File: src/rtl/store_buffer_pkg.sv
// Shared types and defaults for the store buffer: the pending-entry record and
// the word-overlap test used by load/store disambiguation.
package store_buffer_pkg;

  localparam int DEPTH_DEF = 4;
  localparam int AW_DEF    = 16;
  localparam int DW_DEF    = 16;
  localparam int PTR_W     = $clog2(DEPTH_DEF);

  // Field widths follow the package defaults, so AW/DW must keep their default values.
  typedef struct packed {
    logic              valid;
    logic [AW_DEF-1:0] addr;
    logic [DW_DEF-1:0] data;
  } entry_t;

  // Two big-endian words overlap in exactly one byte when their addresses differ by one.
  function automatic logic overlaps(input logic [AW_DEF-1:0] a, input logic [AW_DEF-1:0] b);
    logic [AW_DEF-1:0] a_next;
    logic [AW_DEF-1:0] b_next;
    a_next = a + AW_DEF'(1);
    b_next = b + AW_DEF'(1);
    return (a_next == b) || (b_next == a);
  endfunction

endpackage

File: src/rtl/store_buffer_match.sv
// Age-ordered compare of a load address against every pending store entry,
// walking oldest (head) to youngest so the last exact match wins.
module store_buffer_match
  import store_buffer_pkg::*;
#(
  parameter int DEPTH = DEPTH_DEF,
  parameter int AW    = AW_DEF,
  parameter int DW    = DW_DEF
) (
  input  entry_t                     entries [DEPTH],
  input  logic   [$clog2(DEPTH)-1:0] head,
  input  logic   [AW-1:0]            ld_addr,
  output logic                       hit,
  output logic   [DW-1:0]            hit_data,
  output logic                       overlap
);

  localparam int PW = $clog2(DEPTH);

  logic [PW-1:0] idx;

  // NOTE: combinational blocks use blocking assignments and default every
  // output first, so no path leaves a value held and no latch is inferred.
  always_comb begin
    hit      = 1'b0;
    hit_data = '0;
    overlap  = 1'b0;
    idx      = head;
    for (int k = 0; k < DEPTH; k++) begin
      idx = head + PW'(k);
      if (entries[idx].valid) begin
        if (entries[idx].addr == ld_addr) begin
          // A younger exact match covers both bytes and supersedes older partial overlaps.
          hit      = 1'b1;
          hit_data = entries[idx].data;
          overlap  = 1'b0;
        end else if (overlaps(entries[idx].addr, ld_addr)) begin
          overlap = 1'b1;
        end
      end
    end
  end

endmodule

File: src/rtl/store_buffer.sv
// Store buffer between the datapath and the byte-addressed data memory; queues
// stores, drains one per cycle, forwards to loads. STORE_BUFFER_FLUSH_EN adds flush.
module store_buffer
  import store_buffer_pkg::*;
#(
  parameter int DEPTH = DEPTH_DEF,
  parameter int AW    = AW_DEF,
  parameter int DW    = DW_DEF
) (
  input  logic          clk,
  input  logic          rst,
  input  logic          st_valid,
  input  logic [AW-1:0] st_addr,
  input  logic [DW-1:0] st_data,
  output logic          st_ready,
  input  logic          ld_valid,
  input  logic [AW-1:0] ld_addr,
  output logic          ld_ready,
  output logic [DW-1:0] ld_data,
  output logic [AW-1:0] mem_addr,
  output logic [DW-1:0] mem_wdata,
  output logic          mem_write,
  output logic          mem_read,
  input  logic [DW-1:0] mem_rdata,
`ifdef STORE_BUFFER_FLUSH_EN
  input  logic          flush,
  output logic          flush_done,
`endif
  output logic          empty
);

  localparam int          PW         = $clog2(DEPTH);
  localparam logic [PW:0] FULL_COUNT = (PW+1)'(DEPTH);

  entry_t        entries [DEPTH];
  logic [PW-1:0] head;
  logic [PW-1:0] tail;
  logic [PW:0]   count;

  logic          hit;
  logic          overlap;
  logic [DW-1:0] hit_data;
  logic          flushing;
  logic          full;
  logic          push;
  logic          drain;
  logic          ld_fwd;
  logic          ld_mem;
  logic          ld_port;

  store_buffer_match #(
    .DEPTH (DEPTH),
    .AW    (AW),
    .DW    (DW)
  ) u_match (
    .entries  (entries),
    .head     (head),
    .ld_addr  (ld_addr),
    .hit      (hit),
    .hit_data (hit_data),
    .overlap  (overlap)
  );

  assign full     = (count == FULL_COUNT);
  assign empty    = (count == '0);
  assign st_ready = !full && !flushing;
  assign push     = st_valid && st_ready;

  // Overlapping loads wait for the conflicting entries to drain; misses take the port unless full.
  assign ld_fwd  = ld_valid && !flushing && hit && !overlap;
  assign ld_mem  = ld_valid && !flushing && !hit && !overlap;
  assign ld_port = ld_mem && !full;
  assign drain   = !empty && !ld_port;

  always_comb begin
    ld_ready  = 1'b0;
    ld_data   = '0;
    mem_addr  = '0;
    mem_wdata = '0;
    mem_write = 1'b0;
    mem_read  = 1'b0;
    // Nothing reaches memory or the load port while reset is held.
    if (!rst) begin
      if (ld_fwd) begin
        ld_ready = 1'b1;
        ld_data  = hit_data;
      end else if (ld_port) begin
        ld_ready = 1'b1;
        ld_data  = mem_rdata;
        mem_read = 1'b1;
        mem_addr = ld_addr;
      end
      if (drain) begin
        mem_write = 1'b1;
        mem_addr  = entries[head].addr;
        mem_wdata = entries[head].data;
      end
    end
  end

  // NOTE: sequential state uses non-blocking assignments; only the entry valid
  // bits are reset, the address/data payload is storage and needs no reset.
  always_ff @(posedge clk) begin
    if (rst) begin
      head  <= '0;
      tail  <= '0;
      count <= '0;
      for (int i = 0; i < DEPTH; i++) begin
        entries[i].valid <= 1'b0;
      end
    end else begin
      if (push) begin
        entries[tail] <= '{valid: 1'b1, addr: st_addr, data: st_data};
        tail          <= tail + PW'(1);
      end
      if (drain) begin
        entries[head].valid <= 1'b0;
        head                <= head + PW'(1);
      end
      case ({push, drain})
        2'b10:   count <= count + (PW+1)'(1);
        2'b01:   count <= count - (PW+1)'(1);
        default: count <= count;
      endcase
    end
  end

`ifdef STORE_BUFFER_FLUSH_EN
  // Sticky until the first empty cycle, which is also the flush_done cycle.
  always_ff @(posedge clk) begin
    if (rst) begin
      flushing <= 1'b0;
    end else if (flushing && empty) begin
      flushing <= 1'b0;
    end else if (flush) begin
      flushing <= 1'b1;
    end
  end

  assign flush_done = flushing && empty && !rst;
`else
  assign flushing = 1'b0;
`endif

endmodule

File: config.mk
export PLATFORM = sky130hd
export DESIGN_NAME = store_buffer
export DESIGN_NICKNAME = d
export VERILOG_FILES = /design/src/rtl/store_buffer_pkg.sv /design/src/rtl/store_buffer_match.sv /design/src/rtl/store_buffer.sv
export SDC_FILE = /design/constraint.sdc
export NUM_CORES = 1
export LEC_CHECK = 0
export CAP_MARGIN = 20
export CORE_UTILIZATION = 30
export DETAILED_ROUTE_END_ITERATION = 6
export SKIP_LAST_GASP = 1
export SLEW_MARGIN = 20
export SYNTH_ARGS = -nofsm -noshare
export SYNTH_HDL_FRONTEND = slang
export SYNTH_SLANG_ARGS = --single-unit
File: constraint.sdc
create_clock -name clk -period 10.1 [get_ports clk]
set_clock_uncertainty 0.15 [all_clocks]
set_input_delay 2.525 -clock clk [delete_from_list [all_inputs] [get_ports clk]]
set_output_delay 2.525 -clock clk [all_outputs]
set_load 0.01 [all_outputs]
=== Word level (Yosys, flattened, before mapping) ===
Index checks and enable logic that the tools add are counted.

* $add $sub $neg: 11
* Multiply operators: 0
* Div/mod/pow operators: 0
* $lt $le $gt $ge: 7
* Equality and inequality tests: 15
* Shifts and indexed selects: 0
* Multiplexer cells: 66
* Bitwise logic cells: 5
* Reduce and logical (&&, ||, !) cells: 20

{| class="wikitable"
|+ Operators with widths
! kind !! count
|-
| two-way mux 132 bit || 3
|-
| two-way mux 33 bit || 10
|-
| two-way mux 16 bit || 17
|-
| binary-select mux 33 bit (select 2 bit) || 4
|-
| bitwise mux 132 bit || 2
|-
| equality test 16 bit || 12
|-
| demux 33 bit (select 2 bit) || 2
|-
| adder 16 x 1 -> 16 bit (second input constant) || 5
|-
| two-way mux 1 bit || 27
|-
| greater-or-equal comparator 3 bit (second input constant) || 5
|-
| NOT 2 -> 3 bit || 5
|-
| logical AND 1 bit || 9
|-
| less-than comparator 3 x 1 -> 1 bit (second input constant) || 2
|-
| one-hot mux 3 bit (2 select lines) || 1
|-
| zero test 1 bit || 5
|-
| adder 2 x 1 -> 2 bit (second input constant) || 2
|-
| adder 2 bit (second input constant) || 2
|-
| logical OR 1 bit || 4
|-
| adder 3 x 1 -> 3 bit (second input constant) || 1
|-
| equality test 3 bit (second input constant) || 1
|-
| zero test 3 bit || 1
|-
| subtractor 3 x 1 -> 3 bit (second input constant) || 1
|-
| equality test 2 x 1 -> 1 bit (second input constant) || 1
|-
| equality test 2 bit (second input constant) || 1
|-
| nonzero test 2 bit || 1
|}

* Register bits after elaboration: 139
* Bits in latches: 0
* Bits in writable memories: 0
* ROM bits: 0
* Input port bits: 68
* Word-level logic and storage cells: 139
* Memories kept: 0

=== Logic depth before layout (Yosys ltp) ===
Gate-level depths: netlist of run 1.

* Word-level depth: 26
* Depth in mapped cells: 28

=== Modules after synthesis ===
From an unflattened synthesis of run 1, not the netlist that was laid out.

* Cells, all modules: 1,209
* Area total of the unflattened synthesis: 13,400.4 sq um

{| class="wikitable"
|+ By module, submodules not included
! module !! instances !! cells each !! area each (sq um)
|-
| store_buffer_match || 1 || 870 || 7,414.6
|-
| store_buffer || 1 || 339 || 5,985.7
|}

=== Least setup slack after synthesis of run 1 ===
No wires, ideal clock.

* Path kind: in2out
* Start point: in ld_addr[4]
* End point: out mem_addr[10]
* Arrival: 5.800 ns
* Path slack: 1.625 ns
* Stages: 16
* Path buffers: 5
* Cell sequence: buf_2 and3_1 clkbuf_1 and2_0 buf_2 and4_1 buf_1 xnor2_1 or4_1 or4_1 o221a_1 nand2_2 nor4_4 a211oi_4 buf_6 a22o_1

* Word-level cells in the longest chain between the ends: 22
* Elaborated cells on any way between the ends: 50
* Classes of those cells: add/sub: 1; eq/ne: 12; mux: 24; reduce/logical: 13

{| class="wikitable"
|+ Ends and longest elaborated chain
! item !! line !! text
|-
| start: declaration || store_buffer.sv:17 || <nowiki>input logic [AW-1:0] ld_addr,</nowiki>
|-
| adder 16 x 1 -> 16 bit || store_buffer_pkg.sv:22 || <nowiki>b_next = b + AW_DEF'(1);</nowiki>
|-
| equality test 16 bit || store_buffer_pkg.sv:23 || <nowiki>return (a_next == b) || (b_next == a);</nowiki>
|-
| logical OR 1 bit || store_buffer_pkg.sv:23 ||
|-
| two-way mux 1 bit || store_buffer_match.sv:37 || <nowiki>end else if (overlaps(entries[idx].addr, ld_addr)) begin</nowiki>
|-
| two-way mux 1 bit || store_buffer_match.sv:32 || <nowiki>if (entries[idx].addr == ld_addr) begin</nowiki>
|-
| two-way mux 1 bit || store_buffer_match.sv:31 || <nowiki>if (entries[idx].valid) begin</nowiki>
|-
| two-way mux 1 bit || store_buffer_match.sv:37 ||
|-
| two-way mux 1 bit || store_buffer_match.sv:32 ||
|-
| [6 not listed] || - ||
|-
| two-way mux 1 bit || store_buffer_match.sv:31 ||
|-
| zero test 1 bit || store_buffer.sv:70, store_buffer.sv:71 ||
|-
| logical AND 1 bit || store_buffer.sv:71 || <nowiki>assign ld_mem = ld_valid && !flushing && !hit && !overlap;</nowiki>
|-
| logical AND 1 bit || store_buffer.sv:72 || <nowiki>assign ld_port = ld_mem && !full;</nowiki>
|-
| two-way mux 16 bit / zero test 1 bit (equally long branches) || store_buffer.sv:87, store_buffer.sv:73 ||
|-
| two-way mux 16 bit / logical AND 1 bit (equally long branches) || store_buffer.sv:84, store_buffer.sv:73 ||
|-
| two-way mux 16 bit (*) || store_buffer.sv:93 || <nowiki>if (drain) begin</nowiki>
|-
| two-way mux 16 bit (*) || store_buffer.sv:83 || <nowiki>if (!rst) begin</nowiki>
|-
| end: declaration || store_buffer.sv:20 || <nowiki>output logic [AW-1:0] mem_addr,</nowiki>
|}

Every way passes the cells marked *; elsewhere a longest branch is shown, timed or not.

=== Worst setup path in the final report of run 1 ===
* Start point: in ld_addr[0]
* End point: out mem_addr[13]

The elaborated chain is that of the path after synthesis.

==> out/qor.tcl, run 1 <==
set qor(grt_pass1_wl_um) 60300
set qor(insertion_delay_ns) 0.44
set qor(initialDrtViolationCount) 1055
set qor(synthesis.nets) 1143
set qor(post-synth-top-area-fraction) 0.306
set qor(placedCellCount) 1680
set qor(worstPathCellList) {clkdlybuf4s50_1 -> ha_1 -> nand3_1 -> xor2_1 -> xnor2_1 -> or4_1 -> or4_1 -> or4_1 -> o221a_1 -> nand2_2 -> nor4_4 -> a211oi_4 -> buf_4 -> a22o_1 -> clkdlybuf4s50_1}
set qor(drc_errors) 3
set qor(cts_htree_levels) 4
set qor(grt_pass1_vias) 9746
set qor(share_comb_of_total_power) 0.650
set qor(timing_worst_slew_pin_value_ns) 1.03
set qor(synth_simple_gate_area_frac) 0.153
set qor(layout.cells.most_common_list) {131 x mux4_2, 128 x edfxtp_1, 120 x clkdlybuf4s50_1, 100 x xnor2_1, 80 x nand2_1}
set qor(syn-mean-instance-area_um2) 11.8
set qor(synth.largest_area_cell) {edfxtp_1}
set qor(number_of_placement_rows) 74
set qor(final_area_um2) 14900
set qor(setup-violations-final) 0
set qor(min_from) {count[2]}
set qor(regToRegStartpoint) {head[1]}
set qor(dp_slack_ns) 0.339
set qor(power.share.sequential) 0.198
set qor(min_to) {count[2]}
set qor(buffers_inserted_by_post_cts_timing_repair) 0
set qor(cts_root_buf) {clkbuf_16}
set qor(cp.required_ns) 7.43
set qor(fmaxAchievable_mhz) 101
set qor(total_of_cells_resized_after_clock_tree_synthesis) 0
set qor(gp_congestion) 0.961
set qor(irDropWorstVdd_mv) 0.131
set qor(num-fill-cells) 3992
set qor(slew_viol_final) 0
set qor(rsz_0062_raised_after_global_routing) {false}
set qor(async_reset_ff_frac) 0
set qor(synth_seq_area_share) 0.324
set qor(violated_checks) {DRC}
set qor(overflow) 0
set qor(ff_to_ff_path_depth) 18
set qor(total_number_of_vias) 10028
set qor(final_critical_path_setup_slack_ns) 0.237
set qor(mostFrequentLayoutCell) {mux4_2}
set qor(number_of_antenna_violations_at_the_first_check_in_global_routing) 2
set qor(power_per_cell_area_nw_per_um2) 256
set qor(floorplan.initialDensity) 0.306
set qor(area_growth_syn_to_layout_pct) 18.8
set qor(max-clock-path-buffers) 2
set qor(min_delay_path_depth) 2
set qor(wire_per_inst_um) 23.4
set qor(tritoncts_num_sinks) 139
set qor(post_synth_main_area_contributors) {edfxtp_1 31%, mux4_2 23%, xnor2_1 7.0%}
set qor(p_int_mw) 2.12
set qor(r2r_setup_slack_ns) 3.70
set qor(routed_via_density) 5.85
set qor(antenna_violating_nets_post_route) 0
set qor(hp-class) {flop to flop}
set qor(final_net_count) 1250
set qor(grt_usage) 0.190
set qor(sw_frac_of_total) 0.445
set qor(final_cells) 1713
set qor(period_minus_ws_final_ns) 9.86
set qor(drv_cap) 0
set qor(critical-path-top-cell-by-count) {or4_1}
set qor(placement.cell_area_um2) 14400
set qor(outcome) {finished, violations left}
set qor(cp_slowest_stage_delay_ns) 0.54
set qor(postSynthRegisterBits) 139
set qor(setup.worst_path.start_class) {input port}
set qor(die_x_um) 207
set qor(ys_warn_count) 0
set qor(crit_path_max_fanout) 8
set qor(yosys.area_share.adder) 0.0155
set qor(synth_mux_area_frac) 0.273
set qor(final.setup.tns_ns) 0
set qor(synth_top_family_by_area) {multiplexers}
set qor(slew-limit-headroom) 0.311
set qor(synthCells) 1060
set qor(synth-main-ff-cell) {edfxtp_1}
set qor(post_synth_instance_area_um2) 12600
set qor(p_switching_mw) 1.70
set qor(detailedPlacementHpwl_um) 29900
set qor(dieHeight_um) 207
set qor(tritoncts) {done}
set qor(setup.worst_path.end_class) {primary output}
set qor(crit_arrival_ns) 7.19
set qor(routed_wirelength_um) 40100
set qor(io_pins) 121
set qor(tritoncts.num_buffers) 17
set qor(synth_enable_flop_cells) 128
set qor(worst_r2r_endpoint) {count[2]}
set qor(static-leakage-power_nw) 4.74
set qor(p_clk_frac) 0.152
set qor(share_of_the_synthesized_area_in_compound_gates_ao_oa_aoi_oai) 0.0773
set qor(portBuffers) 120
set qor(drive_gt1_frac) 0.239
set qor(die-area_um2) 42700
set qor(synth_cell_type_count) 77
set qor(path_class) {input port to primary output}
set qor(postCtsHoldBufs) 0
set qor(drt-pass1-iter-count) 7
set qor(worst_setup_hold_path_clk_slew_ns) 0.06
set qor(holdWs_ns) 0.364
set qor(maximum_number_of_pins_on_one_net_before_global_route_repair) 67
set qor(hold_viol) 0
set qor(critical_path.slowest_cell) {clkdlybuf4s50_1}
set qor(yosys.area_share.xor_xnor) 0.115
set qor(final_worst_path_cycle_share) 0.977
set qor(core_area_um2) 41000
## worst max-delay path by stage
stage / from / to / slack [ns] / cells after the start
final: ld_addr[0] / mem_addr[13] / 0.24 / 15
after floorplan: ld_addr[4] / mem_addr[10] / 1.63 / 16
after detailed placement: ld_addr[0] / mem_addr[9] / 0.34 / 15
after CTS: ld_addr[0] / mem_addr[9] / 0.30 / 15
after global placement: ld_addr[2] / mem_addr[0] / 0.38 / 14
after global routing: ld_addr[2] / mem_addr[5] / 0.05 / 14
## worst max-delay path: cells and delay by family
| family | cells | cell delay [ns] |
|---|---|---|
| adder cells (fa/ha/maj) | 1 | 0.20 |
| AO/OA/AOI/OAI | 3 | 0.86 |
| XOR/XNOR | 2 | 0.58 |
| buffers and inverters | 3 | 1.34 |
| AND/OR/NAND/NOR | 6 | 1.69 |
## cells in the mapped netlist (4+ instances only)
cell and instances:
nor4b_1 5, nor4_1 13, nor2b_1 6, and3_1 23
clkbuf_1 39, buf_6 11, or4_1 6, nand3_1 51
nand2b_1 5, nor2_1 37, ha_1 14, buf_2 19
a22o_1 32, a21oi_1 22, mux4_2 131, xor2_1 50
edfxtp_1 128, and4_1 8, nand4_1 41, a31oi_1 10
inv_1 12, nor3_1 23, nor3b_1 7, o21ai_0 20
and2_1 21, buf_1 7, xnor2_1 100, o221ai_1 4
mux2_2 34, xnor2_2 6, o22ai_1 4, dfxtp_1 11
a211oi_1 6, o211ai_1 4, mux2i_1 7, nand2_1 80
buf_4 4
## layout make-up
cell class                 count  area, um2  share of cell area
antenna                        1       2.50            0.000168
clock buffer                  18        429              0.0288
clock inverter                14        114             0.00763
inverter                      12       45.0             0.00302
multi-input combinational    825       7980               0.534
sequential                   139       4070               0.273
tap                          532        666              0.0446
timing repair buffer         172       1620               0.109
## kinds of logic (layout without fill, tap and decap cells)
| family | count (synthesis) | after routing |
|---|---|---|
| AO/OA/AOI/OAI | 131 | 131 |
| XOR/XNOR | 158 | 158 |
| adder cells (fa/ha/maj) | 15 | 15 |
| buffers and inverters | 96 | 216 |
| flip-flops | 139 | 139 |
| multiplexers | 173 | 173 |
| other | 0 | 1 |
| AND/OR/NAND/NOR | 348 | 348 |
## routing by layer
layer | up-vias | track usage | routed length, um
met5 | - | 0 | 15
met4 | 2 | 0.0769 | 1160
met3 | 68 | 0.0358 | 2940
met2 | 433 | 0.295 | 18600
met1 | 5105 | 0.260 | 17400
li1 | 4420 | - | -
## metrics by stage
stage | utilization | power, mW
floorplan | - | 2.60
global placement | 0.350 | 3.21
detailed placement | 0.350 | 3.22
CTS | 0.364 | 3.80
global route | 0.364 | 4.02
finish | 0.364 | 3.81
## power groups by stage
stage               registers [mW]  logic (mW)  clock network (mW)
detailed placement           0.768        2.45                   0
finish                       0.755        2.48               0.578
global route                 0.768        2.65               0.605
global placement             0.763        2.44                   0
CTS                          0.756        2.46               0.584
floorplan                    0.713        1.89                   0
Power figures use the tool's default switching activity.
==> run 2: changes to the inputs <==
Settings changed: TNS_END_PERCENT set to 50.
==> results of run 2 <==
Same layout as run 1: the final DEF is identical, and so are final timing and power.
==> run 3: changes to the inputs <==
Settings changed: PLACE_DENSITY set to 0.51.
==> run 3 against run 2 <==
  * The flow still finishes with violations (DRC)
  * First-iteration DRC count fell by 26%
  * Non-clock buffer count fell by 1
  * Total power rose by 0.84%
  * Sequential power fell by 1%
  * Largest cell class unchanged
  * Largest power group unchanged
  * Highest routed layer unchanged
==> out/qor.tcl, run 3 (synthesis gave the netlist of run 1 again) <==
set qor(regToRegStartpoint) {head[1]}
set qor(slew-limit-headroom) 0.277 ;# -0.0332
set qor(hp-class) {flop to flop}
set qor(tritoncts_num_sinks) 139 ;# unchanged
set qor(insertion_delay_ns) 0.43 ;# about the same
set qor(rsz_0062_raised_after_global_routing) {false}
set qor(static-leakage-power_nw) 4.78 ;# +0.81%
set qor(min_from) {tail[1]}
set qor(setup.worst_path.start_class) {input port}
set qor(mostFrequentLayoutCell) {mux4_2}
set qor(tritoncts) {done}
set qor(area_growth_syn_to_layout_pct) 19.2
set qor(r2r_setup_slack_ns) 3.75 ;# +0.05 ns
set qor(postCtsHoldBufs) 0 ;# unchanged
set qor(final.setup.tns_ns) 0 ;# unchanged
set qor(io_pins) 121 ;# unchanged
set qor(core_area_um2) 41000 ;# unchanged
set qor(final_cells) 1712 ;# -0.058%
set qor(grt_pass1_wl_um) 59800 ;# -0.86%
set qor(setup.worst_path.end_class) {primary output}
set qor(routed_wirelength_um) 40300 ;# +0.29%
set qor(final_worst_path_cycle_share) 0.971 ;# -0.00533
set qor(critical_path.slowest_cell) {clkdlybuf4s50_1}
set qor(fmaxAchievable_mhz) 102 ;# +0.55%
set qor(min_delay_path_depth) 2 ;# unchanged
set qor(detailedPlacementHpwl_um) 29800 ;# -0.33%
set qor(initialDrtViolationCount) 777 ;# -26%
set qor(drc_errors) 8 ;# +5
set qor(final_net_count) 1249 ;# -0.080%
set qor(maximum_number_of_pins_on_one_net_before_global_route_repair) 65 ;# -3.0%
set qor(min_to) {tail[1]}
set qor(grt_pass1_vias) 9629 ;# -1.2%
set qor(max-clock-path-buffers) 2 ;# unchanged
set qor(timing_worst_slew_pin_value_ns) 1.08 ;# +0.0497 ns
set qor(die_x_um) 207 ;# unchanged
set qor(wire_per_inst_um) 23.5 ;# +0.35%
set qor(tritoncts.num_buffers) 17 ;# unchanged
set qor(cts_htree_levels) 4 ;# unchanged
set qor(drv_cap) 0 ;# unchanged
set qor(critical-path-top-delay-family) {simple AND/OR/NAND/NOR gates}
set qor(power_mw) 3.85 ;# +0.84%
set qor(cp.required_ns) 7.43 ;# about the same
set qor(number_of_antenna_violations_at_the_first_check_in_global_routing) 3 ;# +1
set qor(drt-pass1-iter-count) 7 ;# unchanged
set qor(setup-violations-final) 0 ;# unchanged
set qor(hold_viol) 0 ;# unchanged
set qor(buffers_inserted_by_post_cts_timing_repair) 0 ;# unchanged
set qor(layout.cells.most_common_list) {131 x mux4_2, 128 x edfxtp_1, 120 x clkdlybuf4s50_1, 100 x xnor2_1, 80 x nand2_1}
set qor(dieHeight_um) 207 ;# unchanged
set qor(cp_slowest_stage_delay_ns) 0.67 ;# +0.13 ns
set qor(crit_arrival_ns) 7.13 ;# -0.06 ns
set qor(period_minus_ws_final_ns) 9.81 ;# -0.0538 ns
set qor(total_of_cells_resized_after_clock_tree_synthesis) 0 ;# unchanged
set qor(grt_usage) 0.191 ;# +0.000635
set qor(slew_viol_final) 0 ;# unchanged
set qor(power_per_cell_area_nw_per_um2) 257 ;# +0.51%
set qor(placedCellCount) 1678 ;# -0.12%
set qor(die-area_um2) 42700 ;# unchanged
set qor(number_of_placement_rows) 74 ;# unchanged
set qor(critical-path-top-cell-by-count) {or4_1}
set qor(worst_setup_hold_path_clk_slew_ns) 0.07 ;# about the same
set qor(cts_root_buf) {clkbuf_16}
set qor(total_number_of_vias) 9885 ;# -1.4%
set qor(floorplan.initialDensity) 0.306 ;# unchanged
set qor(path_class) {input port to primary output}
set qor(worstPathCellList) {clkdlybuf4s50_1 -> and3_1 -> xnor2_2 -> xnor2_1 -> or4_1 -> or4_1 -> or4_1 -> o221a_1 -> nand2_2 -> nor4_4 -> a211oi_4 -> buf_12 -> a22o_1 -> clkdlybuf4s50_1}
set qor(drive_gt1_frac) 0.239 ;# about the same
set qor(ff_to_ff_path_depth) 18 ;# unchanged
set qor(worstPathBufferInverterCount) 3 ;# unchanged
set qor(antenna_violating_nets_post_route) 0 ;# unchanged
set qor(irDropWorstVdd_mv) 0.139 ;# +6.2%
set qor(worst_r2r_endpoint) {count[2]}
set qor(outcome) {finished, violations left}
set qor(portBuffers) 120 ;# unchanged
set qor(crit_path_max_fanout) 22 ;# +14
set qor(overflow) 0 ;# unchanged
set qor(gp_congestion) 0.979 ;# +1.9%
set qor(violated_checks) {DRC}
set qor(routed_via_density) 5.77 ;# -1.4%
run 3: where the power goes:
part | switching [mW] | internal [mW]
Clock | 0.252 | 0.357
Sequential | 0.0669 | 0.679
Combinational | 1.36 | 1.13
run 3: worst max-delay path by stage:
stage | startpoint | to | slack, ns | cells after the start
floorplan | ld_addr[4] | mem_addr[10] | 1.63 | 16
global placement | ld_addr[2] | mem_addr[15] | 0.34 | 14
detailed placement | ld_addr[11] | mem_addr[15] | 0.32 | 14
CTS | ld_addr[11] | mem_addr[15] | 0.29 | 14
global route | ld_addr[11] | mem_addr[15] | 0.12 | 14
finish | ld_addr[2] | mem_addr[15] | 0.29 | 14
run 3: final cells by class:
class / instances / area, um2
well taps: 532 / 666
multi-input cells: 825 / 7980
fillers: 4008 / 26000
diodes: 1 / 2.50
clock inverters: 11 / 91.3
inverters: 12 / 45.0
repair buffers: 171 / 1630
flip-flops and latches: 139 / 4070
clock buffers: 21 / 493
run 3: worst reg2reg max path, delay by kind of cell (launching register included):
family          cells  cell delay (ns)
compound gates      3             0.70
xor+xnor            2             0.62
fa+ha+maj           3             1.38
buf+inv             2             0.55
flops               1             0.62
mux                 1             0.42
simple gates        7             1.83
run 3: metal layers:
metal  GRT usage  up-vias  wire, um
li1            -     4422         -
met1       0.252     5029     17300
met2       0.315      370     19500
met3      0.0319       60      2440
met4      0.0664        4       966
met5           0        -        23
run 3: per-stage QoR:
stage	worst slack [ns]	hold WS [ns]	util	cell area, um2
final	0.291	0.356	0.365	15000
after global routing	0.122	0.391	0.365	15000
after CTS	0.293	0.361	0.364	14900
after detailed placement	0.319	0.350	0.350	14400
after global placement	0.343	0.341	0.350	14400
after floorplan	1.63	0.319	-	12600
